$ cat src/rtl/systolic_drain.sv
// systolic_drain
// Output drain stage behind the systolic FP-INT MAC array. A rising edge on
// done_in snapshots every per-PE accumulator and exponent. Each element is
// then converted to IEEE FP16 and streamed row-major over valid/ready. The
// array is therefore free to start its next tile while results drain.
//
// Ports:
//   clk        clock, all logic on the rising edge
//   rst        synchronous active-low reset
//   done_in    array done; a rising edge captures the tile
//   acc_in     N*N accumulators, PE i at [i*ACC_WIDTH +: ACC_WIDTH]
//   exp_in     N*N 5-bit exponents, PE i at [i*5 +: 5]
//   out_valid  out_data / out_idx / out_last are valid
//   out_ready  consumer accepts when out_valid && out_ready
//   out_data   FP16 result
//   out_idx    PE index of out_data
//   out_last   high with element N*N-1
//   busy       high whenever the FSM is not IDLE
//   overrun    sticky: a done edge arrived while busy
//
// Build option: define DRAIN_ROUND_EN to round the mantissa to nearest-even.
// When it is not defined, dropped mantissa bits are truncated.
module systolic_drain #(
    parameter int N         = 2,
    parameter int ACC_WIDTH = 32,
    parameter int FRAC_BITS = 10,
    parameter int IDX_W     = 2
) (
    input  logic                       clk,
    input  logic                       rst,
    input  logic                       done_in,
    input  logic [N*N*ACC_WIDTH-1:0]   acc_in,
    input  logic [N*N*5-1:0]           exp_in,
    output logic                       out_valid,
    input  logic                       out_ready,
    output logic [15:0]                out_data,
    output logic [IDX_W-1:0]           out_idx,
    output logic                       out_last,
    output logic                       busy,
    output logic                       overrun
);

    localparam int P_W = $clog2(ACC_WIDTH);
    localparam int E_W = 10;
    localparam logic [IDX_W-1:0]      LAST_IDX = IDX_W'(N*N-1);
    localparam logic signed [E_W-1:0] E_MAX    = 10'sd31;
    localparam logic signed [E_W-1:0] E_ZERO   = 10'sd0;

    typedef enum logic [1:0] {
        IDLE = 2'd0,
        CONV = 2'd1,
        SEND = 2'd2
    } state_t;

    state_t                   state_r;
    logic                     done_d_r;
    logic [N*N*ACC_WIDTH-1:0] snap_acc_r;
    logic [N*N*5-1:0]         snap_exp_r;
    logic [IDX_W-1:0]         idx_r;
    logic                     capture_s;
    logic [ACC_WIDTH-1:0]     cur_acc_s;
    logic [4:0]               cur_exp_s;

    // Fixed-point accumulator scaled by 2^(exp-15-FRAC_BITS) -> FP16.
    function automatic logic [15:0] to_fp16(input logic [ACC_WIDTH-1:0] acc,
                                            input logic [4:0]           ex);
        logic                     s;
        logic [ACC_WIDTH-1:0]     m;
        logic [ACC_WIDTH-1:0]     norm;
        logic [P_W-1:0]           p;
        logic signed [E_W-1:0]    e;
        logic [9:0]               mant;
        logic [15:0]              res;
`ifdef DRAIN_ROUND_EN
        logic                     guard;
        logic                     sticky;
`endif
        s = acc[ACC_WIDTH-1];
        // Magnitude as unsigned so the most negative value stays exact.
        m = s ? (~acc + {{(ACC_WIDTH-1){1'b0}}, 1'b1}) : acc;
        p = '0;
        for (int i = 0; i < ACC_WIDTH; i++) begin
            if (m[i]) begin
                p = P_W'(i);
            end else begin
                p = p;
            end
        end
        // Left-justify so the leading one sits at the MSB.
        norm = m << (P_W'(ACC_WIDTH-1) - p);
        mant = norm[ACC_WIDTH-2 -: 10];
        e    = E_W'(ex) + E_W'(p) - E_W'(FRAC_BITS);
`ifdef DRAIN_ROUND_EN
        guard  = norm[ACC_WIDTH-12];
        sticky = |norm[ACC_WIDTH-13:0];
        if (guard && (sticky || mant[0])) begin
            if (mant == 10'h3FF) begin
                mant = 10'h000;
                e    = e + 10'sd1;
            end else begin
                mant = mant + 10'd1;
            end
        end else begin
            mant = mant;
        end
`endif
        if (m == '0) begin
            res = 16'h0000;
        end else if (e >= E_MAX) begin
            res = {s, 15'h7BFF};
        end else if (e <= E_ZERO) begin
            res = 16'h0000;
        end else begin
            res = {s, e[4:0], mant};
        end
        return res;
    endfunction

    assign capture_s = done_in && !done_d_r;
    assign cur_acc_s = snap_acc_r[idx_r*ACC_WIDTH +: ACC_WIDTH];
    assign cur_exp_s = snap_exp_r[idx_r*5 +: 5];

    // Drain FSM: capture, convert one element, hold it until accepted.
    always_ff @(posedge clk) begin
        if (!rst) begin
            state_r    <= IDLE;
            done_d_r   <= 1'b1;
            snap_acc_r <= '0;
            snap_exp_r <= '0;
            idx_r      <= '0;
            out_valid  <= 1'b0;
            out_data   <= 16'h0000;
            out_idx    <= '0;
            out_last   <= 1'b0;
            busy       <= 1'b0;
            overrun    <= 1'b0;
        end else begin
            done_d_r <= done_in;
            // A new tile while draining is dropped and flagged.
            if (capture_s && (state_r != IDLE)) begin
                overrun <= 1'b1;
            end else begin
                overrun <= overrun;
            end
            case (state_r)
                IDLE: begin
                    if (capture_s) begin
                        snap_acc_r <= acc_in;
                        snap_exp_r <= exp_in;
                        idx_r      <= '0;
                        busy       <= 1'b1;
                        state_r    <= CONV;
                    end else begin
                        state_r    <= IDLE;
                    end
                end
                CONV: begin
                    out_data  <= to_fp16(cur_acc_s, cur_exp_s);
                    out_idx   <= idx_r;
                    out_last  <= (idx_r == LAST_IDX);
                    out_valid <= 1'b1;
                    state_r   <= SEND;
                end
                SEND: begin
                    if (out_ready) begin
                        out_valid <= 1'b0;
                        if (out_last) begin
                            busy    <= 1'b0;
                            state_r <= IDLE;
                        end else begin
                            idx_r   <= idx_r + IDX_W'(1);
                            state_r <= CONV;
                        end
                    end else begin
                        state_r <= SEND;
                    end
                end
                default: begin
                    out_valid <= 1'b0;
                    busy      <= 1'b0;
                    state_r   <= IDLE;
                end
            endcase
        end
    end

endmodule

$ cat config.mk
export PLATFORM = sky130hd
export DESIGN_NAME = systolic_drain
export DESIGN_NICKNAME = d
export VERILOG_FILES = /design/src/rtl/systolic_drain.sv
export SDC_FILE = /design/constraint.sdc
export NUM_CORES = 1
export LEC_CHECK = 0
export CORE_ASPECT_RATIO = 1.1
export CORE_MARGIN = 2
export CORE_UTILIZATION = 36
export CTS_CLUSTER_DIAMETER = 60
export DETAILED_ROUTE_END_ITERATION = 10
export PLACE_DENSITY_LB_ADDON = 0.2
export SLEW_MARGIN = 20
export SYNTH_ARGS = -nofsm -noshare
export SYNTH_HDL_FRONTEND = slang
export SYNTH_SLANG_ARGS = --single-unit
$ cat constraint.sdc
create_clock -name clk -period 8.8 [get_ports clk]
set_clock_uncertainty 0.05 [all_clocks]
set_input_delay 1.32 -clock clk [delete_from_list [all_inputs] [get_ports clk]]
set_output_delay 1.32 -clock clk [all_outputs]
set_load 0.005 [all_outputs]
Word-level counts from Yosys, hierarchy flattened
Cells that the tools add are included.
{"block": "classes", "mux": 51, "magnitude_cmp": 2, "shift": 3, "n_eq_ne": 7, "bitwise": 3, "reduce_logical": 11, "n_addsub": 5, "n_mul": 1}
{"cell": "5-bit two-way mux", "n": 32}
{"cell": "128-bit by 8-bit variable part select with 32-bit output", "n": 1}
{"cell": "16-bit two-way mux", "n": 3}
{"cell": "32-bit by 1-bit adder with 32-bit output (second input constant)", "n": 1}
{"cell": "32-bit zero test", "n": 1}
{"cell": "32-bit two-way mux", "n": 1}
{"cell": "32-bit inverter", "n": 1}
{"cell": "32-bit by 5-bit << shifter with 31-bit output", "n": 1}
{"cell": "20-bit by 6-bit variable part select with 5-bit output", "n": 1}
{"cell": "2-bit two-way mux", "n": 4}
{"cell": "2-bit != test (second input constant)", "n": 4}
{"cell": "4-bit AND reduction", "n": 2}
{"cell": "7-bit by 6-bit >= comparator with 1-bit output (second input constant)", "n": 1}
{"cell": "7-bit by 1-bit <= comparator with 1-bit output (second input constant)", "n": 1}
{"cell": "1-bit two-way mux", "n": 7}
{"cell": "6-bit by 4-bit subtractor with 7-bit output (second input constant)", "n": 1}
{"cell": "5-bit by 5-bit adder with 6-bit output", "n": 1}
{"cell": "1-bit case mux with 3 select lines", "n": 2}
{"cell": "2-bit case mux with 3 select lines", "n": 1}
{"cell": "2-bit by 3-bit multiplier with 5-bit output (second input constant)", "n": 1}
{"cell": "5-bit subtractor (first input constant)", "n": 1}
{"cell": "2-bit equality test (second input constant)", "n": 2}
{"cell": "2-bit case mux with 2 select lines", "n": 1}
{"cell": "2-bit AND reduction", "n": 2}
{"cell": "7 further kinds", "n": 10}
{"block": "word_totals", "input_bits": 152, "ff_bits": 175}

Logic depth before layout (Yosys ltp)
{"block": "depth", "ltp_word": 43, "depth_mapped": 33, "ltp_nobuf": 27}

Worst setup path after synthesis
OpenSTA, ideal clock, no wires.
{"block": "synth_path", "path_kind": "register to register", "from": "register idx_r[1]", "to": "register out_data[5]", "period_less_slack_ps": 6860, "required_ps": 8677, "path_slack_ps": 1940, "stages_incl_launch_ff": 30, "arrival_ps": 6736, "path_cell_list": "dfxtp_1 buf_6 mux4_2 buf_6 or4_4 or3_4 or4_4 a32oi_1 nand2_1 a21boi_1 a211oi_2 nor2_2 buf_2 buf_2 ha_1 inv_1 ha_1 fa_1 a21o_1 a21oi_1 xnor2_1 nor2_1 a21oi_1 nor2_1 a221oi_1 and2_1 buf_4 nand2_2 or4b_1 o211ai_2"}
{"block": "synth_via", "elab_chain_len": 43, "elab_cells_between_ends": 49}
{"item": "from (decl)", "line_no": "59", "text": "logic [IDX_W-1:0] idx_r;"}
{"item": "from (signal assigned)", "line_no": "171", "text": "idx_r <= idx_r + IDX_W'(1);"}
{"item": "128-bit by 8-bit variable part select with 32-bit output", "line_no": "120", "text": "assign cur_acc_s = snap_acc_r[idx_r*ACC_WIDTH +: ACC_WIDTH];"}
{"item": "32-bit inverter", "line_no": "80", "text": "m = s ? (~acc + {{(ACC_WIDTH-1){1'b0}}, 1'b1}) : acc;"}
{"item": "32-bit by 1-bit adder with 32-bit output", "line_no": "80"}
{"item": "32-bit two-way mux", "line_no": "80"}
{"item": "1-bit two-way mux", "line_no": "83", "text": "if (m[i]) begin"}
{"item": "5-bit two-way mux (30 in a row)", "line_no": "83"}
{"item": "5-bit two-way mux", "line_no": "145", "text": "case (state_r)"}
{"item": "5-bit two-way mux", "line_no": "125", "text": "if (!rst) begin"}
{"item": "5-bit by 5-bit adder with 6-bit output", "line_no": "92", "text": "e = E_W'(ex) + E_W'(p) - E_W'(FRAC_BITS);"}
{"item": "6-bit by 4-bit subtractor with 7-bit output", "line_no": "92"}
{"item": "7-bit by 1-bit <= comparator with 1-bit output", "line_no": "111", "text": "end else if (e <= E_ZERO) begin"}
{"item": "16-bit two-way mux", "line_no": "111"}
{"item": "16-bit two-way mux", "line_no": "109", "text": "end else if (e >= E_MAX) begin"}
{"item": "16-bit two-way mux *", "line_no": "107", "text": "if (m == '0) begin"}
{"item": "to (signal assigned)", "line_no": "158", "text": "out_data <= to_fp16(cur_acc_s, cur_exp_s);"}
{"item": "to (decl)", "line_no": "36", "text": "output logic [15:0] out_data,"}
Every way passes the cells marked *; elsewhere a longest branch is shown, timed or not. The select of a mux whose other input is x is not followed.
A chain may end at the register's enable or synchronous reset.

Final worst setup path
Ends and elaborated chain as after synthesis.

==> results.toml <==
[clock_network]
clkTransAtPathRegs_ns = 0.08
cts_tree = "done"
root_buffer = "clkbuf_16"
cts_inserted_buffers = 17
clkSinkCount = 175
htreeDepth = 4
clk_latency_ns = 0.44
clockBufferDepth = 2

[synth]
netlist_instances = 1313
yosys.area_share.simple_pct = 22.3
ys_types = 92
synth_top_family_by_area = "simple AND/OR/NAND/NOR gates"
synth-seq-cells = 175
synth.net_count = 1477
ys_async_sr_fraction_pct = 0
synth_warnings = 0
synthXorXnorAreaFrac_pct = 3.08
muxShareOfSynthArea_pct = 15.0
synth_edf_count = 0
yosysSeqAreaShare_pct = 33.3
synthTopCellsByArea = "dfxtp_1 (33%), nand2_1 (12%), a21oi_1 (8.6%)"
syn_area_per_cell_um2 = 8.02
synth_fa_ha_area_share_pct = 1.50
synth_top_area_cell = "dfxtp_1"
synthesis.area_um2 = 10500
synth-compound-area-share_pct = 19.6
yosys.area.top_type_share_pct = 33.3
ys.flop_type = "dfxtp_1"

[power]
p_int_mw = 1.56
switchingPower_mw = 0.877
p_seq_share_pct = 34.4
p_clk_share_pct = 32.8
vdd_drop_max_mv = 0.142
combPwrFrac_pct = 32.9
p_total_mw = 2.44
p_leak_nw = 4.63
p_sw_share_pct = 35.9
cellPowerDensity_nw_per_um2 = 187

[setup_path]
critical_path_peak_fanout = 23
r2r-end = "out_data[5]"
worstSetupStartpointType = "flip-flop"
regToRegSetupSlack_ns = 0.82
cp.arrival_ns = 8.31
required_ns = 9.13
r2r_start = "idx_r[1]"
path_class = "flip-flop to flip-flop"
end_kind = "flip-flop"
rr_worst_depth = 25

[routing]
routed_wl_mm = 32.9
vias_per_cell = 5.43
drt_iter0_markers = 693
drc = 0
vias = 9801
ant_nets = 0
drtPass1Iterations = 5
wl_per_cell_um = 18.2

[grt]
grt_first_pass_wirelength_mm = 52.2
overflow = 0
grt_pass1_vias = 9458
grt_usage_pct = 21.2
grt_max_degree = 100
antenna_found_initial = 0

[timing]
min_period_over_period_pct = 90.6
rsz0062_at_grt = "false"
slew_viol_final = 0
setup_viol = 0
relSlewSlack_pct = 33.1
finalCriticalPeriod_ns = 7.98
setup_tns_ns = 0
worst_pin_slew_ns = 0.994
hold_viol = 0
max_freq_mhz = 125

[placed_design]
hpwl_mm = 24.5
globalplace.congestion = 0.941
port_buffers = 173
dp_cells = 1772

[floorplanning]
rows = 65
ioPinCount = 174
start_util_pct = 36.7
fp.dieW_um = 167
die_area_um2 = 30600
coreArea_um2 = 28700
die_h_um = 183

[outcome]
status = "finished, final reports clean"

[cells_and_area]
drive_above_1_share_pct = 9.33
layout_common_cells = "nand2_1 (340), a21oi_1 (182), dfxtp_1 (173), clkdlybuf4s50_1 (173), nor2_1 (52)"
antenna_cells = 0
mostFrequentLayoutCell = "nand2_1"
layout.nets = 1587
area_delta_synth_final_pct = 23.9
final_cells = 1804

[min_path]
min_path_cells = 2
min_from = "snap_acc_r[6]"
hold_path.class = "flip-flop to flip-flop"
hold_path_end = "snap_acc_r[6]"

[flow_run]
drv_cap = 0
## area by class of cell
cell class / instances / area (µm²)
Fill cell: 2861 / 15700
Sequential cell: 175 / 3510
Inverter: 29 / 111
Multi-Input combinational cell: 1012 / 6510
Clock inverter: 15 / 196
Clock buffer: 17 / 425
Timing Repair Buffer: 188 / 1840
Tap cell: 368 / 460
## cell families after synthesis
| family | Yosys count |
|---|---|
| AO/OA/AOI/OAI | 333 |
| flip-flops | 175 |
| multiplexers | 106 |
| XOR/XNOR | 37 |
| adder cells (fa/ha/maj) | 12 |
| AND/OR/NAND/NOR | 524 |
| buffers and inverters | 126 |
## worst max path at each step
stage | cells past startpoint | slack [ns] | end | start
6_report | 25 | 0.82 | out_data[5] | idx_r[1]
5_1_grt | 25 | 0.13 | out_data[5] | idx_r[1]
4_1_cts | 25 | 0.61 | out_data[5] | idx_r[1]
3_5_place_dp | 25 | 0.65 | out_data[5] | idx_r[1]
3_3_place_gp | 25 | 0.80 | out_data[5] | idx_r[1]
2_1_floorplan | 29 | 1.94 | out_data[5] | idx_r[1]
## repair_timing
item,4_1_cts,5_1_grt
buffers inserted,0,0
hold buffers,0,0
setup endpoints to repair,0,1
resized for setup,0,1
## worst max-delay path, stage by stage, from the launching register on
cell      delay, ns
dfxtp_4        0.63
mux4_2         0.70
inv_1          0.10
ha_1           0.46
nand3_2        0.36
o41ai_1        0.41
xor2_1         0.51
nand2_1        0.14
o31ai_1        0.33
a21oi_1        0.12
nand2b_1       0.38
inv_2          0.43
ha_1           0.20
inv_1          0.06
fa_1           0.46
a21o_1         0.18
a21oi_1        0.16
xnor2_1        0.15
nor2_1         0.08
a21oi_1        0.14
nor2_1         0.05
a221oi_1       0.54
and2_1         0.38
nand2_2        0.12
or4b_1         0.59
o211ai_2       0.15
## power groups by stage
| stage | Combinational, mW | Sequential [mW] | Clock (mW) |
|---|---|---|---|
| 4_1_cts | 0.794 | 0.839 | 0.817 |
| 3_3_place_gp | 0.793 | 0.857 | 0 |
| 3_5_place_dp | 0.789 | 0.858 | 0 |
| 5_1_grt | 0.870 | 0.842 | 0.847 |
| 2_1_floorplan | 0.564 | 0.850 | 0 |
| 6_report | 0.802 | 0.839 | 0.799 |
## Yosys cell counts, types with 20 or more instances
library cell,count
xnor2_1,22
nor3_1,21
clkbuf_1,65
o21ai_0,27
nor2_1,52
inv_1,25
dfxtp_1,175
mux4_2,40
a21oi_1,182
buf_2,20
nand2_1,340
mux2i_1,48
## per-layer routing
| layer | wire [µm] | GRT usage [%] | vias up |
|---|---|---|---|
| met3 | 1340 | 3.36 | 33 |
| met2 | 15500 | 34.6 | 259 |
| met1 | 15500 | 29.4 | 4633 |
| met5 | 0 | 0 | - |
| met4 | 483 | 5.55 | 0 |
| li1 | - | - | 4876 |
## sequential cells by signal, summed over array words and instances, names as in the netlist
signal      cells
state_r         2
snap_exp_r     20
snap_acc_r    128
out_data       16
out_last        1
done_d_r        1
out_valid       1
out_idx         2
overrun         1
idx_r           2
busy            1
## metrics by stage
stage | area (µm²) | util [%] | worst slack [ns] | hold WS (ns)
after floorplan | 10500 | - | 1.94 | 0.383
after detailed placement | 12400 | 43.3 | 0.652 | 0.397
after global placement | 12400 | 43.3 | 0.804 | 0.391
after CTS | 13100 | 45.5 | 0.606 | 0.407
final | 13100 | 45.5 | 0.824 | 0.403
after global routing | 13100 | 45.5 | 0.133 | 0.422
No activity file was read; power rests on OpenSTA's default activity.
